`config.mk`:
```
export PLATFORM = sky130hd
export DESIGN_NAME = bitset_reg
export DESIGN_NICKNAME = d
export VERILOG_FILES = /design/src/rtl/bitset_reg_pkg.sv /design/src/rtl/nbit_bitset.sv /design/src/rtl/bitset_reg.sv
export SDC_FILE = /design/constraint.sdc
export NUM_CORES = 1
export LEC_CHECK = 0
export ABC_AREA = 0
export CORE_UTILIZATION = 35
export CTS_CLUSTER_DIAMETER = 150
export DETAILED_ROUTE_END_ITERATION = 6
export HOLD_SLACK_MARGIN = 0.08
export PLACE_DENSITY = 0.68
export SETUP_SLACK_MARGIN = 0.3
export SYNTH_ARGS = -nofsm -noshare
export SYNTH_HDL_FRONTEND = slang
export SYNTH_SLANG_ARGS = --single-unit
```
`constraint.sdc`:
```
create_clock -name clk -period 2 [get_ports clk]
set_input_delay 0.4 -clock clk [delete_from_list [all_inputs] [get_ports clk]]
set_output_delay 0.4 -clock clk [all_outputs]
set_load 0.01 [all_outputs]
```
`src/rtl/bitset_reg_pkg.sv`:
```
// bitset_reg_pkg
//   Shared definitions for the bitset register slice: command opcodes,
//   scan FSM states and parameter limits. Imported by nbit_bitset and
//   bitset_reg.
package bitset_reg_pkg;

    localparam int unsigned WIDTH_MIN = 2;
    localparam int unsigned WIDTH_MAX = 256;

    typedef enum logic [2:0] {
        OP_NOP      = 3'b000,
        OP_WRITE    = 3'b001,
        OP_SET      = 3'b010,
        OP_CLEAR    = 3'b011,
        OP_TOGGLE   = 3'b100,
        OP_LOAD_ALL = 3'b101,
        OP_SCAN     = 3'b110,
        OP_RSVD     = 3'b111
    } op_e;

    typedef enum logic {
        ST_IDLE = 1'b0,
        ST_SCAN = 1'b1
    } state_e;

endpackage

```
`src/rtl/nbit_bitset.sv`:
```
// nbit_bitset
//   Combinational next-word generator for single-bit edits and whole-word
//   load. Opcodes other than WRITE/SET/CLEAR/TOGGLE/LOAD_ALL pass x through.
//   A bit index >= WIDTH leaves the word unchanged (LOAD_ALL ignores index).
// Ports:
//   x     : current word
//   index : target bit
//   value : bit value for WRITE, fill value for LOAD_ALL
//   op    : 3-bit opcode
//   y     : next word
module nbit_bitset
    import bitset_reg_pkg::*;
#(
    parameter int unsigned WIDTH = 8,
    parameter int unsigned IDXW  = 3
) (
    input  logic [WIDTH-1:0] x,
    input  logic [IDXW-1:0]  index,
    input  logic             value,
    input  logic [2:0]       op,
    output logic [WIDTH-1:0] y
);

    localparam logic [IDXW:0] WIDTH_X = (IDXW+1)'(WIDTH);

    logic             in_range;
    logic [WIDTH-1:0] onehot;
    op_e              opc;

    assign opc      = op_e'(op);
    assign in_range = ({1'b0, index} < WIDTH_X);
    // An empty mask turns every single-bit edit into a no-op when out of range.
    assign onehot   = in_range ? (WIDTH'(1) << index) : '0;

    always_comb begin
        y = x;
        unique case (opc)
            OP_WRITE:    y = value ? (x | onehot) : (x & ~onehot);
            OP_SET:      y = x | onehot;
            OP_CLEAR:    y = x & ~onehot;
            OP_TOGGLE:   y = x ^ onehot;
            OP_LOAD_ALL: y = {WIDTH{value}};
            default:     y = x;
        endcase
    end

endmodule

```
`src/rtl/bitset_reg.sv`:
```
// bitset_reg
//   Registered WIDTH-bit bitset with single-bit edits, whole-word load and
//   a one-bit-per-cycle scan for the first bit equal to a match value.
//   Commands use valid/ready; scan results return on a one-cycle pulse.
// Configuration:
//   BITSET_REG_SCAN_WRAP_EN - when defined, a scan wraps from WIDTH-1 to 0
//   and stops after WIDTH positions; an out-of-range start begins at 0.
//   When undefined, a scan stops at WIDTH-1 and an out-of-range start
//   reports a miss immediately.
// Ports:
//   clk, reset          : clock, synchronous active-high reset
//   cmd_valid/cmd_ready : command handshake
//   cmd_op              : opcode
//   cmd_index           : target bit or scan start
//   cmd_value           : write/fill value or scan match value
//   bits                : current contents
//   rsp_valid           : one-cycle scan result pulse
//   rsp_found/rsp_index : scan result, held until the next response
module bitset_reg
    import bitset_reg_pkg::*;
#(
    parameter int unsigned      WIDTH = 8,
    parameter int unsigned      IDXW  = 3,
    parameter logic [WIDTH-1:0] INIT  = '0
) (
    input  logic             clk,
    input  logic             reset,
    input  logic             cmd_valid,
    output logic             cmd_ready,
    input  logic [2:0]       cmd_op,
    input  logic [IDXW-1:0]  cmd_index,
    input  logic             cmd_value,
    output logic [WIDTH-1:0] bits,
    output logic             rsp_valid,
    output logic             rsp_found,
    output logic [IDXW-1:0]  rsp_index
);

    if (WIDTH < WIDTH_MIN || WIDTH > WIDTH_MAX || (2**IDXW) < WIDTH) begin : g_bad_params
        $error("bitset_reg: illegal WIDTH/IDXW combination");
    end

    localparam logic [IDXW:0]   WIDTH_X = (IDXW+1)'(WIDTH);
    localparam logic [IDXW-1:0] LAST    = IDXW'(WIDTH - 1);

    state_e           state_q, state_d;
    logic [IDXW-1:0]  ptr_q, ptr_d;
    logic             match_q, match_d;
    logic [WIDTH-1:0] bits_q, bits_d;
    logic [WIDTH-1:0] edit_y;
    logic             rsp_valid_q, rsp_valid_d;
    logic             rsp_found_q, rsp_found_d;
    logic [IDXW-1:0]  rsp_index_q, rsp_index_d;
    logic             accept;
    logic             start_in_range;
    logic             cur_bit;
    logic             scan_done;
    logic [IDXW-1:0]  next_ptr;
`ifdef BITSET_REG_SCAN_WRAP_EN
    logic [IDXW-1:0]  cnt_q, cnt_d;
`endif

    nbit_bitset #(
        .WIDTH (WIDTH),
        .IDXW  (IDXW)
    ) u_edit (
        .x     (bits_q),
        .index (cmd_index),
        .value (cmd_value),
        .op    (cmd_op),
        .y     (edit_y)
    );

    assign cmd_ready      = (state_q == ST_IDLE) & ~reset;
    assign accept         = cmd_valid & cmd_ready;
    assign start_in_range = ({1'b0, cmd_index} < WIDTH_X);
    // Masked reduction keeps every bit of the word in use while selecting bits_q[ptr_q].
    assign cur_bit        = |(bits_q & (WIDTH'(1) << ptr_q));

`ifdef BITSET_REG_SCAN_WRAP_EN
    assign scan_done = (cnt_q == LAST);
    assign next_ptr  = (ptr_q == LAST) ? '0 : ptr_q + IDXW'(1);
`else
    assign scan_done = (ptr_q == LAST);
    assign next_ptr  = ptr_q + IDXW'(1);
`endif

    always_comb begin
        state_d     = state_q;
        ptr_d       = ptr_q;
        match_d     = match_q;
        bits_d      = bits_q;
        rsp_valid_d = 1'b0;
        rsp_found_d = rsp_found_q;
        rsp_index_d = rsp_index_q;
`ifdef BITSET_REG_SCAN_WRAP_EN
        cnt_d       = cnt_q;
`endif
        unique case (state_q)
            ST_IDLE: begin
                if (accept) begin
                    // Non-edit opcodes come back from nbit_bitset unchanged.
                    bits_d = edit_y;
                    if (op_e'(cmd_op) == OP_SCAN) begin
                        match_d = cmd_value;
`ifdef BITSET_REG_SCAN_WRAP_EN
                        ptr_d   = start_in_range ? cmd_index : '0;
                        cnt_d   = '0;
                        state_d = ST_SCAN;
`else
                        if (start_in_range) begin
                            ptr_d   = cmd_index;
                            state_d = ST_SCAN;
                        end else begin
                            rsp_valid_d = 1'b1;
                            rsp_found_d = 1'b0;
                            rsp_index_d = '0;
                        end
`endif
                    end
                end
            end
            ST_SCAN: begin
                if (cur_bit == match_q) begin
                    rsp_valid_d = 1'b1;
                    rsp_found_d = 1'b1;
                    rsp_index_d = ptr_q;
                    state_d     = ST_IDLE;
                end else if (scan_done) begin
                    rsp_valid_d = 1'b1;
                    rsp_found_d = 1'b0;
                    rsp_index_d = '0;
                    state_d     = ST_IDLE;
                end else begin
                    ptr_d = next_ptr;
`ifdef BITSET_REG_SCAN_WRAP_EN
                    cnt_d = cnt_q + IDXW'(1);
`endif
                end
            end
            default: state_d = ST_IDLE;
        endcase
    end

    always_ff @(posedge clk) begin
        if (reset) begin
            state_q     <= ST_IDLE;
            ptr_q       <= '0;
            match_q     <= 1'b0;
            bits_q      <= INIT;
            rsp_valid_q <= 1'b0;
            rsp_found_q <= 1'b0;
            rsp_index_q <= '0;
`ifdef BITSET_REG_SCAN_WRAP_EN
            cnt_q       <= '0;
`endif
        end else begin
            state_q     <= state_d;
            ptr_q       <= ptr_d;
            match_q     <= match_d;
            bits_q      <= bits_d;
            rsp_valid_q <= rsp_valid_d;
            rsp_found_q <= rsp_found_d;
            rsp_index_q <= rsp_index_d;
`ifdef BITSET_REG_SCAN_WRAP_EN
            cnt_q       <= cnt_d;
`endif
        end
    end

    assign bits      = bits_q;
    assign rsp_valid = rsp_valid_q;
    assign rsp_found = rsp_found_q;
    assign rsp_index = rsp_index_q;

endmodule
```
# Yosys cells after proc, flatten, opt, wreduce, memory -nomap -nowiden
# Index checks and enable logic that the tools add are counted.
# classes
n_addsub,1
bitwise,9
n_shift,2
reduce_logical,6
eq_ne,13
muxes,21
# ops
operator,n
$pmux W8 S5,1
$mux W3,7
$and A8 B8 Y8,2
$shl A1 B3 Y8 const A,2
$eq A3 B3 Y1 const B,4
$mux W1,9
$mux W8,1
$not A8 Y8,1
$or A8 B8 Y8,1
$reduce_or A8 Y1,1
$xor A8 B8 Y8,1
$eq A3 B2 Y1 const B,2
$ne A2 B2 Y1 const B,3
$pmux W3 S2,1
$reduce_and A3 Y1,2
$reduce_bool A5 Y1,1
$pmux W1 S2,2
$reduce_and A4 Y1,1
$add A3 B1 Y3 const B,1
$eq A3 B1 Y1 const B,1
$ne A3 B1 Y1 const B,1
$and A1 B1 Y1,2
$ne A2 B1 Y1 const B,1
$not A1 Y1,2
2 further kinds,2
# word_totals
regBits,18
in_bits,10
elab_cells,59
out_inout_bits,14

# Longest topological paths before layout
# Gate-level depths: netlist of the first run.
# depth
ltp_word,6
ltp_mapped,7
depth_no_buf,7

# Modules after synthesis
# From an unflattened synthesis of the first run, not the netlist that was laid out.
# hier_totals
cells_unflattened,205
hier_area_um2,1674.1
# modules_own_cells
mod,seq_area_each_um2,n_inst,area_per_inst_um2,cells_per_inst
bitset_reg,360.3,1,863.3,96
nbit_bitset,0.0,1,810.8,109

# Worst setup path before layout of the first run
# Ideal clock, no wire load.
# synth_path
path_type,register -> register
from,reg ptr_q[0]
to,reg ptr_q[1]
t_arrival_ps,2050
stages_incl_launch_ff,8
n_path_buf,0
period_less_slack_ps,2141
required_ps,1909
setup_time_ps,91
path_slack_ps,-141
cell_sequence,dfxtp_1 ha_1 ha_1 a222oi_1 a21boi_4 mux2i_2 a221oi_1 a311oi_1
# synth_via
elab_chain_cells,6
word_cells_on_any_way,12
classes_between,add/sub: 1; eq/ne: 4; shift: 1; mux: 3; bitwise: 1; reduce/logical: 2
# synth_rtl
item,line,rtl
start: declaration,bitset_reg.sv:47,"logic [IDXW-1:0] ptr_q, ptr_d;"
start signal: assignment,bitset_reg.sv:159,ptr_q <= ptr_d;
$shl A1 B3 Y8,bitset_reg.sv:78,assign cur_bit = |(bits_q & (WIDTH'(1) << ptr_q));
$and A8 B8 Y8,bitset_reg.sv:78,
$reduce_or A8 Y1,bitset_reg.sv:78,
$eq A1 B1 Y1,bitset_reg.sv:124,if (cur_bit == match_q) begin
$ne A2 B2 Y1 (no source line),--,
$reduce_and A4 Y1 (no source line),--,
# Several ways; a longest one is shown, not always the timed one. The select of a mux whose other input is x is not followed.
# A chain may end at the register's enable or synchronous reset.

# Worst setup path after layout of the first run
# Same ends and word-level chain as after synthesis.

==> results of run 1 <==
[Yosys cell counts (8+ instances only)]
library cell   n
a211o_1        8
nand2_1        9
inv_1         13
clkbuf_1       8
nor2_1        18
o21ai_0        8
a311oi_1       9
dfxtp_1       18
a21oi_1       13
ha_1          22
o311ai_0       8
[critical path: cells and delay by family (launching register included)]
kind	cells	cell delay [ns]
compound gates	4	0.95
mux	1	0.35
fa+ha+maj	2	0.32
flops	1	0.38
[cell families after synthesis]
| kind of cell | after synthesis |
|---|---|
| AO/OA/AOI/OAI | 60 |
| XOR/XNOR | 2 |
| adder cells (fa/ha/maj) | 22 |
| buffers and inverters | 23 |
| flip-flops | 18 |
| multiplexers | 2 |
| AND/OR/NAND/NOR | 48 |
[routing by layer]
layer | global-route usage [%] | part of all wire, % | up-vias
met5 | 0 | 0 | -
met3 | 2.872 | 5.7 | 2
li1 | - | - | 759
met1 | 27.70 | 46 | 763
met2 | 33.50 | 48 | 39
met4 | 5.053 | 0.61 | 0
[through the flow]
| stage | hold WS [ns] | TNS (ns) | std cells | worst slack [ns] | instance area [sq um] |
|---|---|---|---|---|---|
| after floorplan | 0.4878 | 0 | 175 | 0.08585 | 1615 |
| after global placement | 0.4717 | -2.032 | 271 | -0.2774 | 2107 |
| after detailed placement | 0.4735 | -2.260 | 271 | -0.3280 | 2107 |
| after CTS | 0.4852 | -0.5816 | 277 | -0.1087 | 2191 |
| after global routing | 0.5087 | -1.731 | 277 | -0.2322 | 2215 |
| final | 0.4772 | -0.6766 | 277 | -0.1107 | 2215 |
[area by class of cell]
cell class / count / area share (%)
clock buffer: 4 / 2.486
inverter: 13 / 2.203
multi-input combinational: 134 / 52.77
sequential: 18 / 16.89
tap: 50 / 2.825
timing repair buffer: 58 / 22.82
[worst paths after layout]
path	slack, ns	from	end	cells past startpoint
max reg2reg	-0.11	ptr_q[0]	ptr_q[1]	7
min	0.48	rsp_index[2]	rsp_index[2]	2
max	-0.11	ptr_q[0]	ptr_q[1]	7
min reg2reg	0.48	rsp_index[2]	rsp_index[2]	2
[power breakdown]
part	switching (mW)	internal [mW]
combinational	0.139	0.137
clock	0.136	0.175
sequential	0.0153	0.370
[what timing repair did]
item / 4_1_cts / 5_1_grt
resized for setup: 18 / 16
setup endpoints to repair: 18 / 26
pin swaps: 3 / 8
buffers inserted: 2 / 0
endpoints found under the hold margin: 0 / 0
[cells in the final DEF (no fill, tap or decap), drive strengths merged, types with 4 or more instances in the layout]
master	netlist	final
clkbuf	8	4
buf	2	36
inv	13	13
ha	22	22
o311ai	8	8
a211o	8	8
nor2	18	18
a311oi	9	9
o21ai	8	8
clkdlybuf4s50	0	16
dfxtp	18	18
a21oi	13	13
nand2	9	9
==> results.md, run 1 <==
* Synth Net Count at 207
* GR Overflow Total at 0
* Multi-input logic area at 0.001169 sq mm
* Routed wire length per instance at 15.29 microns
* Number of diodes at 0
* Synth unique cells at 38
* Setup ws final at -0.1107 ns
* PD cells at 439.1 mW/mm^2
* Core area at 0.004058 sq mm
* Mapped cell area at 0.001490 sq mm
* Status: complete, but fails checks
* Actual slew at the worst max-slew pin at 0.4662 ns
* Area share of the largest cell type after synthesis at 24.18%
* Die W at 67.25 microns
* Main flop type after synthesis: dfxtp_1
* Final period utilization at 105.5%
* Final setup vio count at 9
* Clock period minus final worst setup slack at 2.111 ns
* Die height at 67.25 microns
* Lkg Pwr at 0.8847 nW
* Post-route ant nets at 0
* Synth warn at 0
* Routed wire length at 4.236 mm
* Layout cells sized above 1 at 33.04%
* XOR/XNOR Fraction of Synth Area at 1.679%
* Number of flops mapped to enable cells by yosys at 0
* Worst IR drop on VDD at 0.2345 mV
* Synth async-reset ratio at 0%
* CTS Buf Count at 3
* Tot Pwr at 0.9724 mW
* Layout Skew at 0.008322 ns
* Initial antenna violation count at 0
* CTS Buffer Depth at 2
* Vias in the first global route at 1,454
* Seq cells post-synth at 18
* Worst-path clk slew at 0.08 ns
* Critical Path Max Stage Delay at 0.38 ns
* Register area at 374.1 sq um
* Cell mode on critical path: ha_4
* Starting density of the core at 36.73%
* Port Buffer Count at 23
* GP Congestion at 0.7859
* Fill cells at 371
* Register area share after synthesis at 24.18%
* Critical path arrival at 2.28 ns
* Leading area contributor after synthesis: dfxtp_1
* First-pass GRT wire length at 6.955 mm
* Largest net degree at the start of global routing at 20
* Mux cell area share after synthesis at 1.679%
* Clock Latency Late Sink at 0.26 ns
* CTS tree: built
* Hold buffer count at cts at 0
* Cell row count at 23
* Crit. End Element: flop
* Via count at 1,563
* Failing checks: setup timing
* Adder-cell share of the synthesized area at 18.47%
* Fmax at 473.8 MHz
* Max Cap Violations at 0
* Final nets at 260
* Setup repair after global routing missed its margin: yes
* WS Path Type: flop to flop
* Initial DRC count at 79
* CP max FO at 5
* Root Driver: clkbuf_8
* Endpoints failing hold at 0
* Htree depth at 1
* Slew HR at 68.89%
* Crit path max-delay cell type: dfxtp_4
* Startpoint types: flop
* Clk sinks at 18
* Residual DRC at 0
* Die area at 0.004523 sq mm
* Critical Path RT at 2.16 ns
* Simple-gate share of the synthesized area at 16.71%
* Syn Area/Cell at 8.515 sq um
* Total iterations of the first detailed-routing run at 4
* IO Count at 24
* Main combinational cell family by area after synthesis: compound AO/OA/AOI/OAI gates
* Vias per cell at 5.643
* Synth Area in Compound Gates at 31.32%
* Post-Syn Instances at 175
* Estimated wirelength of the detail-placed design at 3.065 mm
* Final core utilization at 54.58%
* Gr usage total at 20.37%
* Final max-slew violation count at 0
* Synth area leaders: dfxtp_1, ha_1, a311oi_1
* CP cell instances: ha_4 -> ha_4 -> a222oi_1 -> a21boi_4 -> mux2i_4 -> a221oi_2 -> a311oi_1
* Area Growth Syn to Fin at 48.61%
* Worst min path class: flop to flop
No activity file was read; power rests on OpenSTA's default activity.
==> run 2, diff against run 1 <==
- SKIP_CTS_REPAIR_TIMING: default -> 1
==> results.md, run 2 (synthesis results as in run 1) <==
* Cell row count at 23
* Worst min path class: flop to flop
* Critical path arrival at 2.29 ns
* Top Family by Delay on Critical Path: compound AO/OA/AOI/OAI gates
* Setup repair after global routing missed its margin: yes
* CTS tree: built
* Residual DRC at 0
* Clock Latency Late Sink at 0.26 ns
* Die W at 67.25 microns
* Worst IR drop on VDD at 0.2379 mV
* GR Overflow Total at 0
* Failing checks: setup timing
* Register area at 375.4 sq um
* Routed wire length at 4.266 mm
* IO Count at 24
* Commonest cells after routing, fill and taps aside: buf_4, nor2_1, ha_1, clkdlybuf4s50_1, inv_1
* Hold WS at 0.4784 ns
* Vias per cell at 5.604
* Status: complete, but fails checks
* PD cells at 437.2 mW/mm^2
* CTS Buffer Depth at 2
* CP max FO at 5
* Routed wire length per instance at 15.35 microns
* Fmax at 471.5 MHz
* Initial antenna violation count at 0
* Total iterations of the first detailed-routing run at 5
* Port Buffer Count at 23
* Lkg Pwr at 0.9196 nW
* Post-route ant nets at 0
* WS Path Type: flop to flop
* Clock period minus final worst setup slack at 2.121 ns
* Initial DRC count at 79
* Htree depth at 1
* Endpoints failing hold at 0
* Layout Skew at 0.007260 ns
* Max Cap Violations at 0
* Clk sinks at 18
* Via count at 1,558
* Layout cells sized above 1 at 34.21%
* Slew HR at 67.68%
* Largest net degree at the start of global routing at 20
* CP Buf/Inv Count at 0
* Setup ws final at -0.1209 ns
* Number of diodes at 0
* CTS Buf Count at 3
* Vias in the first global route at 1,455
* Most common cell after layout, fill and taps aside: buf_4
* Cell mode on critical path: ha_4
* Final max-slew violation count at 0
* Final nets at 261
* Fill cells at 367
* Root Driver: clkbuf_8
* First-pass GRT wire length at 6.962 mm
* Actual slew at the worst max-slew pin at 0.4843 ns
* Area Growth Syn to Fin at 50.46%
* Die height at 67.25 microns
* Estimated wirelength of the detail-placed design at 3.065 mm
* Gr usage total at 20.34%
* Inst Count DP at 271
* Die area at 0.004523 sq mm
* Critical Path Max Stage Delay at 0.38 ns
* Final setup vio count at 9
* Sum of negative setup slack at -0.7188 ns
* Final period utilization at 106.0%
* Startpoint types: flop
* CP cell instances: ha_4 -> ha_4 -> a222oi_1 -> a21boi_4 -> mux2i_4 -> a221oi_2 -> a311oi_1
* Starting density of the core at 36.73%
* GP Congestion at 0.7859
* Worst-path clk slew at 0.08 ns
* Critical Path RT at 2.17 ns
* Multi-input logic area at 0.001180 sq mm
* Core area at 0.004058 sq mm
* Cell Count, Final, Fillers Out at 278
* Crit path max-delay cell type: dfxtp_4
* Crit. End Element: flop
-- run 2: cell types whose count changed in the layout (fill, tap and decap cells not counted), moves of 2 or more --
cell	change
clkdlybuf4s50_1	-2
dlymetal6s2s_1	+4
buf_6	+2
clkbuf_2	+3
-- run 2: final timing paths --
check,start,end,slack (ns),cells past startpoint
hold / removal,rsp_index[2],rsp_index[2],0.48,2
hold reg to reg,rsp_index[2],rsp_index[2],0.48,2
setup reg to reg,ptr_q[0],ptr_q[1],-0.12,7
setup / recovery,ptr_q[0],ptr_q[1],-0.12,7
-- run 2: routing by layer --
metal	vias to the layer above	routed length (microns)	global-route usage (%)
met5	-	0	0
met3	2	223	2.872
met1	760	2019	27.60
li1	761	-	-
met2	35	1997	33.50
met4	0	26	5.053
-- run 2: tightest hold or removal path, stage by stage, from the launching register on --
cell and delay [ns]:
dfxtp_1 0.31, nand2b_1 0.06, o2bb2ai_1 0.06
-- run 2: layout make-up --
type / instances / share of cell area, %
Multi-Input combinational cell: 134 / 52.62
Timing Repair Buffer: 59 / 23.21
Sequential cell: 18 / 16.74
Tap cell: 50 / 2.790
Clock buffer: 4 / 2.455
Inverter: 13 / 2.176
-- run 2: where the power goes --
part	leakage, nW	internal, mW	total [mW]	switching, mW
clock	0.0288	0.175	0.315	0.140
sequential	0.151	0.370	0.386	0.0153
combinational	0.740	0.138	0.279	0.142
total	0.920	0.684	0.980	0.297
-- run 2: through the flow --
| stage | total power [mW] | utilization (%) | setup slack, ns | cell area (sq um) |
|---|---|---|---|---|
| floorplan | 0.5380 | - | 0.08585 | 1615 |
| global placement | 0.6546 | 51.93 | -0.2774 | 2107 |
| detailed placement | 0.6593 | 51.93 | -0.3280 | 2107 |
| CTS | 0.9770 | 53.28 | -0.1311 | 2162 |
| global route | 1.035 | 55.26 | -0.2238 | 2242 |
| finish | 0.9803 | 55.26 | -0.1209 | 2242 |
